## src/rtl/shared_pkg.sv

```systemverilog
`default_nettype none
// ============================================================================
// Module   : shared_pkg
// Purpose  : Shared FIFO/APB constants, register offsets and controller states.
// Revision : 1.0
// ============================================================================
package shared_pkg;

    localparam int DATA_WIDTH = 16;
    localparam int FIFO_DEPTH = 8;

    localparam logic [3:0] REG_DATA   = 4'h0;
    localparam logic [3:0] REG_STATUS = 4'h4;
    localparam logic [3:0] REG_THRESH = 4'h8;
    localparam logic [3:0] REG_CLEAR  = 4'hC;

    typedef enum logic [1:0] {
        IDLE = 2'd0,
        POP  = 2'd1,
        RESP = 2'd2
    } fifo_ctrl_state_e;

endpackage
`default_nettype wire

```

## src/rtl/fifo_apb_ctrl_if.sv

```systemverilog
`default_nettype none
// ============================================================================
// Module   : fifo_apb_ctrl_if
// Purpose  : APB3 bus bundle between the interconnect and the FIFO controller.
// Revision : 1.0
// ============================================================================
interface fifo_apb_ctrl_if #(
    parameter int ADDR_WIDTH = 4
) ();

    logic                  psel;
    logic                  penable;
    logic                  pwrite;
    logic [ADDR_WIDTH-1:0] paddr;
    logic [31:0]           pwdata;
    logic [31:0]           prdata;
    logic                  pready;
    logic                  pslverr;

    modport master (
        output psel, penable, pwrite, paddr, pwdata,
        input  prdata, pready, pslverr
    );

    modport slave (
        input  psel, penable, pwrite, paddr, pwdata,
        output prdata, pready, pslverr
    );

endinterface
`default_nettype wire

```

## src/rtl/fifo_apb_ctrl.sv

```systemverilog
`default_nettype none
// ============================================================================
// Module   : fifo_apb_ctrl
// Purpose  : APB3 slave that pushes/pops a FIFO and reports status and irq.
// Revision : 1.0
// ============================================================================
module fifo_apb_ctrl
    import shared_pkg::*;
#(
    parameter int DATA_WIDTH = shared_pkg::DATA_WIDTH,
    parameter int FIFO_DEPTH = shared_pkg::FIFO_DEPTH,
    parameter int ADDR_WIDTH = 4
) (
    input  wire logic                  clk,
    input  wire logic                  rst_n,
    fifo_apb_ctrl_if.slave             apb,
    output logic                       wr_en,
    output logic                       rd_en,
    output logic [DATA_WIDTH-1:0]      din,
    input  wire logic [DATA_WIDTH-1:0] dout,
    input  wire logic                  full,
    input  wire logic                  empty,
    output logic                       irq
);

    localparam int                 LEVEL_W   = $clog2(FIFO_DEPTH) + 1;
    localparam logic [LEVEL_W-1:0] LEVEL_MAX = LEVEL_W'(FIFO_DEPTH);

    localparam logic [ADDR_WIDTH-1:0] ADDR_DATA   = ADDR_WIDTH'(REG_DATA);
    localparam logic [ADDR_WIDTH-1:0] ADDR_STATUS = ADDR_WIDTH'(REG_STATUS);
    localparam logic [ADDR_WIDTH-1:0] ADDR_THRESH = ADDR_WIDTH'(REG_THRESH);
    localparam logic [ADDR_WIDTH-1:0] ADDR_CLEAR  = ADDR_WIDTH'(REG_CLEAR);

    fifo_ctrl_state_e        r_state;
    fifo_ctrl_state_e        w_next_state;
    logic [LEVEL_W-1:0]      r_level;
    logic [7:0]              r_thresh;
    logic                    r_ovf;
    logic                    r_udf;
    logic [DATA_WIDTH-1:0]   r_hold;
    logic                    r_irq;

    logic                    w_access;
    logic [ADDR_WIDTH-1:0]   w_addr;
    logic [31:0]             w_status;
    logic                    w_pready;
    logic                    w_pslverr;
    logic [31:0]             w_prdata;
    logic                    w_wr_en;
    logic                    w_rd_en;
    logic                    w_ovf_set;
    logic                    w_udf_set;
    logic                    w_thresh_we;
    logic                    w_clear_we;
    logic                    w_unused;

    // Gating with rst_n keeps every combinational output at its reset value
    // while reset is held, even if the master leaves an access phase up.
    assign w_access = apb.psel & apb.penable & rst_n;
    assign w_addr   = apb.paddr;
    assign w_status = {16'h0000, 8'(r_level), 4'h0, r_udf, r_ovf, full, empty};
    assign w_unused = ^apb.pwdata;

    always_comb begin
        w_next_state = r_state;
        w_pready     = 1'b0;
        w_pslverr    = 1'b0;
        w_prdata     = 32'h0;
        w_wr_en      = 1'b0;
        w_rd_en      = 1'b0;
        w_ovf_set    = 1'b0;
        w_udf_set    = 1'b0;
        w_thresh_we  = 1'b0;
        w_clear_we   = 1'b0;
        case (r_state)
            IDLE: begin
                if (w_access) begin
                    if (w_addr == ADDR_DATA) begin
                        if (apb.pwrite) begin
                            w_pready = 1'b1;
                            if (full) begin
                                w_pslverr = 1'b1;
                                w_ovf_set = 1'b1;
                            end else begin
                                w_wr_en = 1'b1;
                            end
                        end else if (empty) begin
                            w_pready  = 1'b1;
                            w_pslverr = 1'b1;
                            w_udf_set = 1'b1;
                        end else begin
                            w_rd_en      = 1'b1;
                            w_next_state = POP;
                        end
                    end else if (w_addr == ADDR_STATUS) begin
                        w_pready = 1'b1;
                        if (apb.pwrite) w_pslverr = 1'b1;
                        else            w_prdata  = w_status;
                    end else if (w_addr == ADDR_THRESH) begin
                        w_pready = 1'b1;
                        if (apb.pwrite) w_thresh_we = 1'b1;
                        else            w_prdata    = 32'(r_thresh);
                    end else if (w_addr == ADDR_CLEAR) begin
                        w_pready = 1'b1;
                        if (apb.pwrite) w_clear_we = 1'b1;
                        else            w_pslverr  = 1'b1;
                    end else begin
                        w_pready  = 1'b1;
                        w_pslverr = 1'b1;
                    end
                end
            end
            POP: begin
                w_next_state = RESP;
            end
            RESP: begin
                w_pready     = 1'b1;
                w_prdata     = 32'(r_hold);
                w_next_state = IDLE;
            end
            default: begin
                w_next_state = IDLE;
            end
        endcase
    end

    always_ff @(posedge clk or negedge rst_n) begin
        if (!rst_n) begin
            r_state <= IDLE;
        end else begin
            r_state <= w_next_state;
        end
    end

    // dout is registered by the FIFO, so it is valid in the cycle after rd_en.
    always_ff @(posedge clk or negedge rst_n) begin
        if (!rst_n) begin
            r_hold <= '0;
        end else if (r_state == POP) begin
            r_hold <= dout;
        end
    end

    always_ff @(posedge clk or negedge rst_n) begin
        if (!rst_n) begin
            r_level <= '0;
        end else if (w_wr_en && (r_level != LEVEL_MAX)) begin
            r_level <= r_level + LEVEL_W'(1);
        end else if (w_rd_en && (r_level != '0)) begin
            r_level <= r_level - LEVEL_W'(1);
        end
    end

    // A new error in the same cycle as a CLEAR write keeps the flag set.
    always_ff @(posedge clk or negedge rst_n) begin
        if (!rst_n) begin
            r_thresh <= 8'h00;
            r_ovf    <= 1'b0;
            r_udf    <= 1'b0;
        end else begin
            if (w_thresh_we) r_thresh <= apb.pwdata[7:0];
            if (w_ovf_set)                         r_ovf <= 1'b1;
            else if (w_clear_we && apb.pwdata[2])  r_ovf <= 1'b0;
            if (w_udf_set)                         r_udf <= 1'b1;
            else if (w_clear_we && apb.pwdata[3])  r_udf <= 1'b0;
        end
    end

    always_ff @(posedge clk or negedge rst_n) begin
        if (!rst_n) begin
            r_irq <= 1'b0;
        end else begin
            r_irq <= (r_thresh != 8'h00) && (8'(r_level) >= r_thresh);
        end
    end

    assign apb.pready  = w_pready;
    assign apb.pslverr = w_pslverr;
    assign apb.prdata  = w_prdata;
    assign wr_en       = w_wr_en;
    assign rd_en       = w_rd_en;
    assign din         = w_wr_en ? apb.pwdata[DATA_WIDTH-1:0] : '0;
    assign irq         = r_irq;

endmodule
`default_nettype wire

```

## src/flat_wrapper.sv

```systemverilog
// flat-port wrapper written by rule: the top's interface ports become plain ports
module fifo_apb_ctrl_flat import shared_pkg::*;
#(
    parameter int DATA_WIDTH = shared_pkg::DATA_WIDTH,
    parameter int FIFO_DEPTH = shared_pkg::FIFO_DEPTH,
    parameter int ADDR_WIDTH = 4
)
  (clk, rst_n, wr_en, rd_en, din, dout, full, empty, irq, apb_psel, apb_penable, apb_pwrite, apb_paddr, apb_pwdata, apb_prdata, apb_pready, apb_pslverr);
  fifo_apb_ctrl_if #(.ADDR_WIDTH(ADDR_WIDTH)) apb_i ();
  input  wire logic clk;
  input  wire logic rst_n;
  output logic wr_en;
  output logic rd_en;
  output logic [DATA_WIDTH-1:0] din;
  input  wire logic [DATA_WIDTH-1:0] dout;
  input  wire logic full;
  input  wire logic empty;
  output logic irq;
  input wire logic [$bits(apb_i.psel)-1:0] apb_psel;
  input wire logic [$bits(apb_i.penable)-1:0] apb_penable;
  input wire logic [$bits(apb_i.pwrite)-1:0] apb_pwrite;
  input wire logic [$bits(apb_i.paddr)-1:0] apb_paddr;
  input wire logic [$bits(apb_i.pwdata)-1:0] apb_pwdata;
  output wire logic [$bits(apb_i.prdata)-1:0] apb_prdata;
  output wire logic [$bits(apb_i.pready)-1:0] apb_pready;
  output wire logic [$bits(apb_i.pslverr)-1:0] apb_pslverr;
  assign apb_i.psel = apb_psel;
  assign apb_i.penable = apb_penable;
  assign apb_i.pwrite = apb_pwrite;
  assign apb_i.paddr = apb_paddr;
  assign apb_i.pwdata = apb_pwdata;
  assign apb_prdata = apb_i.prdata;
  assign apb_pready = apb_i.pready;
  assign apb_pslverr = apb_i.pslverr;
  fifo_apb_ctrl #(.DATA_WIDTH(DATA_WIDTH), .FIFO_DEPTH(FIFO_DEPTH), .ADDR_WIDTH(ADDR_WIDTH)) u_core (.clk(clk), .rst_n(rst_n), .apb(apb_i), .wr_en(wr_en), .rd_en(rd_en), .din(din), .dout(dout), .full(full), .empty(empty), .irq(irq));
endmodule
```

## config.mk

```make
export PLATFORM = sky130hd
export DESIGN_NAME = fifo_apb_ctrl_flat
export DESIGN_NICKNAME = d
export VERILOG_FILES = /design/src/rtl/shared_pkg.sv /design/src/rtl/fifo_apb_ctrl_if.sv /design/src/rtl/fifo_apb_ctrl.sv /design/src/flat_wrapper.sv
export SDC_FILE = /design/constraint.sdc
export NUM_CORES = 1
export LEC_CHECK = 0
export CAP_MARGIN = 20
export CORE_ASPECT_RATIO = 1.5
export CORE_UTILIZATION = 35
export DETAILED_ROUTE_END_ITERATION = 8
export PLACE_DENSITY_LB_ADDON = 0.25
export SLEW_MARGIN = 20
export SYNTH_ARGS = -nofsm -noshare
export SYNTH_HDL_FRONTEND = slang
export SYNTH_SLANG_ARGS = --single-unit
```

## constraint.sdc

```tcl
create_clock -name clk -period 2.9 [get_ports clk]
set_input_delay 0.58 -clock clk [delete_from_list [all_inputs] [get_ports clk]]
set_output_delay 0.58 -clock clk [all_outputs]
set_load 0.01 [all_outputs]
```

==> results.sh <==
export IMPL_coreArea_mm2=0.005743
export IMPL_routedWlPerCell_um=14.86
export IMPL_first_pass_iters=4
export IMPL_finClkSkew_ns=0.005445
export IMPL_final_core_util_pct=56.75
export IMPL_final_cell_count_no_fill=393
export IMPL_synth_area_leader_cell="dfrtp_1"
export IMPL_setup_violations=0
export IMPL_netlist_area_leader_share_pct=39.71
export IMPL_clockBufferDepth=2
export IMPL_multiInputGateArea_mm2=0.001205
export IMPL_gp_congestion=0.8818
export IMPL_finalCriticalPeriod_ns=2.813
export IMPL_syn_area_mm2=0.002079
export IMPL_status="complete, no violations"
export IMPL_rows=34
export IMPL_p_per_area_mw_per_mm2=343.8
export IMPL_clk_latency_ns=0.29
export IMPL_cpPeakStageDelay_ns=0.43
export IMPL_cp_max_fo=4
export IMPL_track_usage_pct=19.52
export IMPL_crit_type="input pin to register"
export IMPL_start_kind="input pin"
export IMPL_cts_root_buf="clkbuf_8"
export IMPL_syn_avg_cell_area_um2=10.05
export IMPL_r2r_end="u_core.r_level[2]"
export IMPL_pin_count=112
export IMPL_grt_overflow_total=0
export IMPL_regArea_um2=825.8
export IMPL_die_w_um=64.94
export IMPL_num_nets_final=386
export IMPL_cts_tree="done"
export IMPL_setup_tns_ns=0
export IMPL_fillers=537
export IMPL_vias=1967
export IMPL_synth_edf_count=0
export IMPL_dp_hpwl_um=4468
export IMPL_hold_class="input pin to asynchronous set/reset pin"
export IMPL_postCtsHoldBufs=0
export IMPL_h_tree_depth=2
export IMPL_yosys_most_used_dff="dfrtp_1"
export IMPL_vias_per_cell=5.005
export IMPL_maxCapViolCount=0
export IMPL_yosysUniqueCellTypes=39
export IMPL_cp_required_ns=3.07
export IMPL_ys_top_cells_by_area="dfrtp_1 40%, mux2_2 13%, buf_4 5.8%, and3_1 5.1%, a22o_1 4.2%"
export IMPL_yosysSeqAreaShare_pct=39.71
export IMPL_critical_path_top_delay_family="simple AND/OR/NAND/NOR gates"
export IMPL_maxSlewViolCount=0
export IMPL_cts_buffers=5
export IMPL_dieHeight_um=96.41
export IMPL_totalWireLength_um=5841
export IMPL_grt_pass1_wl_um=9225
export IMPL_drt_iter0_drc=58
export IMPL_synth_commonest_cells="33 x dfrtp_1, 24 x mux2_2, 17 x and3_1, 16 x buf_4, 13 x nor2_1"
export IMPL_port_buffers=79
export IMPL_antenna_cells=0
export IMPL_crit_top_cell="buf_4"
export IMPL_start_util_pct=36.21
export IMPL_crit_cells=11
export IMPL_reg2reg_slack_ns=0.42
export IMPL_fin_crit_sh_pct=97.01
export IMPL_grt_max_degree=34
export IMPL_placed_cell_area_mm2=0.003099
export IMPL_antenna_left=0
export IMPL_antenna_found_initial=0
export IMPL_die_area_mm2=0.006260
export IMPL_peakVddDrop_mv=0.2150
export IMPL_yosysMostFrequentCell="dfrtp_1"
export IMPL_reg2reg_from="u_core.r_state[0]"
export IMPL_leakage_nw=1.619
export IMPL_cp_num_buf_inv=4
export IMPL_clk_pin_slew_worst_paths_ns=0.07
export IMPL_drc_errors=0
export IMPL_hold_violations=0
export IMPL_postLayoutCellArea_mm2=0.003259
export IMPL_r2r_cells=12
export IMPL_placed_cells=377
export IMPL_synth_cells=207
export IMPL_grt_pass1_vias=1958
export IMPL_synthArstFlopShare_pct=100.0
export IMPL_cp_slowest_cell="or3_4"
export IMPL_layout_drive_gt1_share_pct=33.33
export IMPL_fin_total_pwr_w=0.001121
export IMPL_path_cells="clkdlybuf4s50_1, or3_4, nor3_4, buf_4, buf_4, and2_4, nand2_2, buf_4, fa_2, xor2_1, mux2_1"
export IMPL_ys_ff_latch=33
export IMPL_arrival_ns=2.98
export IMPL_ys_warn_count=0
export IMPL_area_growth_pct=56.74
export IMPL_fmax_mhz=355.5
export IMPL_setup_worst_path_end_class="register"
export IMPL_cts_sinks=33
## layout make-up
type                            count  area share, %
Tap cell                           72          2.764
Sequential cell                    33          25.34
Clock inverter                      3         0.5374
Timing Repair Buffer              120          31.59
Inverter                            6         0.6910
Multi-Input combinational cell    154          36.97
Clock buffer                        5          2.111
## state kept, by name, indices dropped and copies added, names as in the netlist
name and count:
u_core.r_hold 16, u_core.r_thresh 8, u_core.r_level 4, u_core.r_state 2, u_core.irq 1, u_core.r_ovf 1
u_core.r_udf 1
## worst max-delay path by stage
stage	start	to	slack [ns]
after floorplan	apb_paddr[0]	u_core.r_level[3]	0.09
after global placement	apb_paddr[0]	din[11]	-0.38
after detailed placement	apb_paddr[0]	din[11]	-0.39
after CTS	rst_n	apb_prdata[1]	0.007
after global routing	apb_paddr[3]	u_core.r_level[2]	-0.01
final	apb_paddr[3]	u_core.r_level[2]	0.09
## power breakdown
group	total, W	leakage (nW)	internal (W)	switching [W]
Combinational	0.000244	1.13	0.000141	0.000103
Sequential	0.000541	0.444	0.000497	0.0000433
Clock	0.000336	0.0439	0.000165	0.000171
Total	0.00112	1.62	0.000803	0.000317
## what timing repair did
item                                    4_1_cts  5_1_grt
pin swaps                                     3        8
buffers inserted                              6        1
gates cloned                                  1        0
endpoints found under the setup margin       32       24
gates resized for setup                      56       40
hold endpoints to repair                      0        0
## per-layer routing
layer  track usage (%)  routed length [um]
met1             20.74                2192
met4             7.037                 133
met2             37.15                3178
met5                 0                   0
met3             4.225                 336
## through the flow
stage	hold WS (ns)	setup slack (ns)
finish	0.4022	0.08678
global route	0.4469	-0.01430
CTS	0.5033	0.007403
global placement	0.4785	-0.3772
floorplan	0.2844	0.08545
detailed placement	0.4837	-0.3877
## placed cells by master, fill, tap and decap left out, types with 2 or more instances in the layout
cell / instances
buf_6: 3
mux2_2: 24
buf_4: 39
a22o_1: 10
and2_1: 4
ha_1: 4
dlygate4sd2_1: 13
a21o_1: 3
o21ai_1: 2
nor4_2: 2
nor2b_1: 4
clkdlybuf4s50_1: 44
a21oi_1: 2
nand3_1: 2
o211ai_1: 2
clkinv_2: 2
buf_2: 3
nor2_1: 11
and3_1: 16
a22oi_1: 7
nand2b_1: 2
nor3_1: 3
nor2_2: 2
dfrtp_1: 33
o21ai_0: 4
ha_4: 2
clkdlybuf4s15_1: 6
clkbuf_8: 5
conb_1: 16
clkbuf_2: 10
inv_1: 6
nor4_1: 4
nand2_1: 5
## kinds of logic (layout without fill, tap and decap cells)
family	after synthesis	in the layout	synth area share [%]
simple gates	67	67	17.75
compound gates	37	37	14.08
buf+inv	35	134	9.266
flops	33	33	39.71
mux	26	26	14.02
fa+ha+maj	7	7	4.573
other cells	1	16	0.1803
xor+xnor	1	1	0.4213
(Power assumes the default switching activity.)
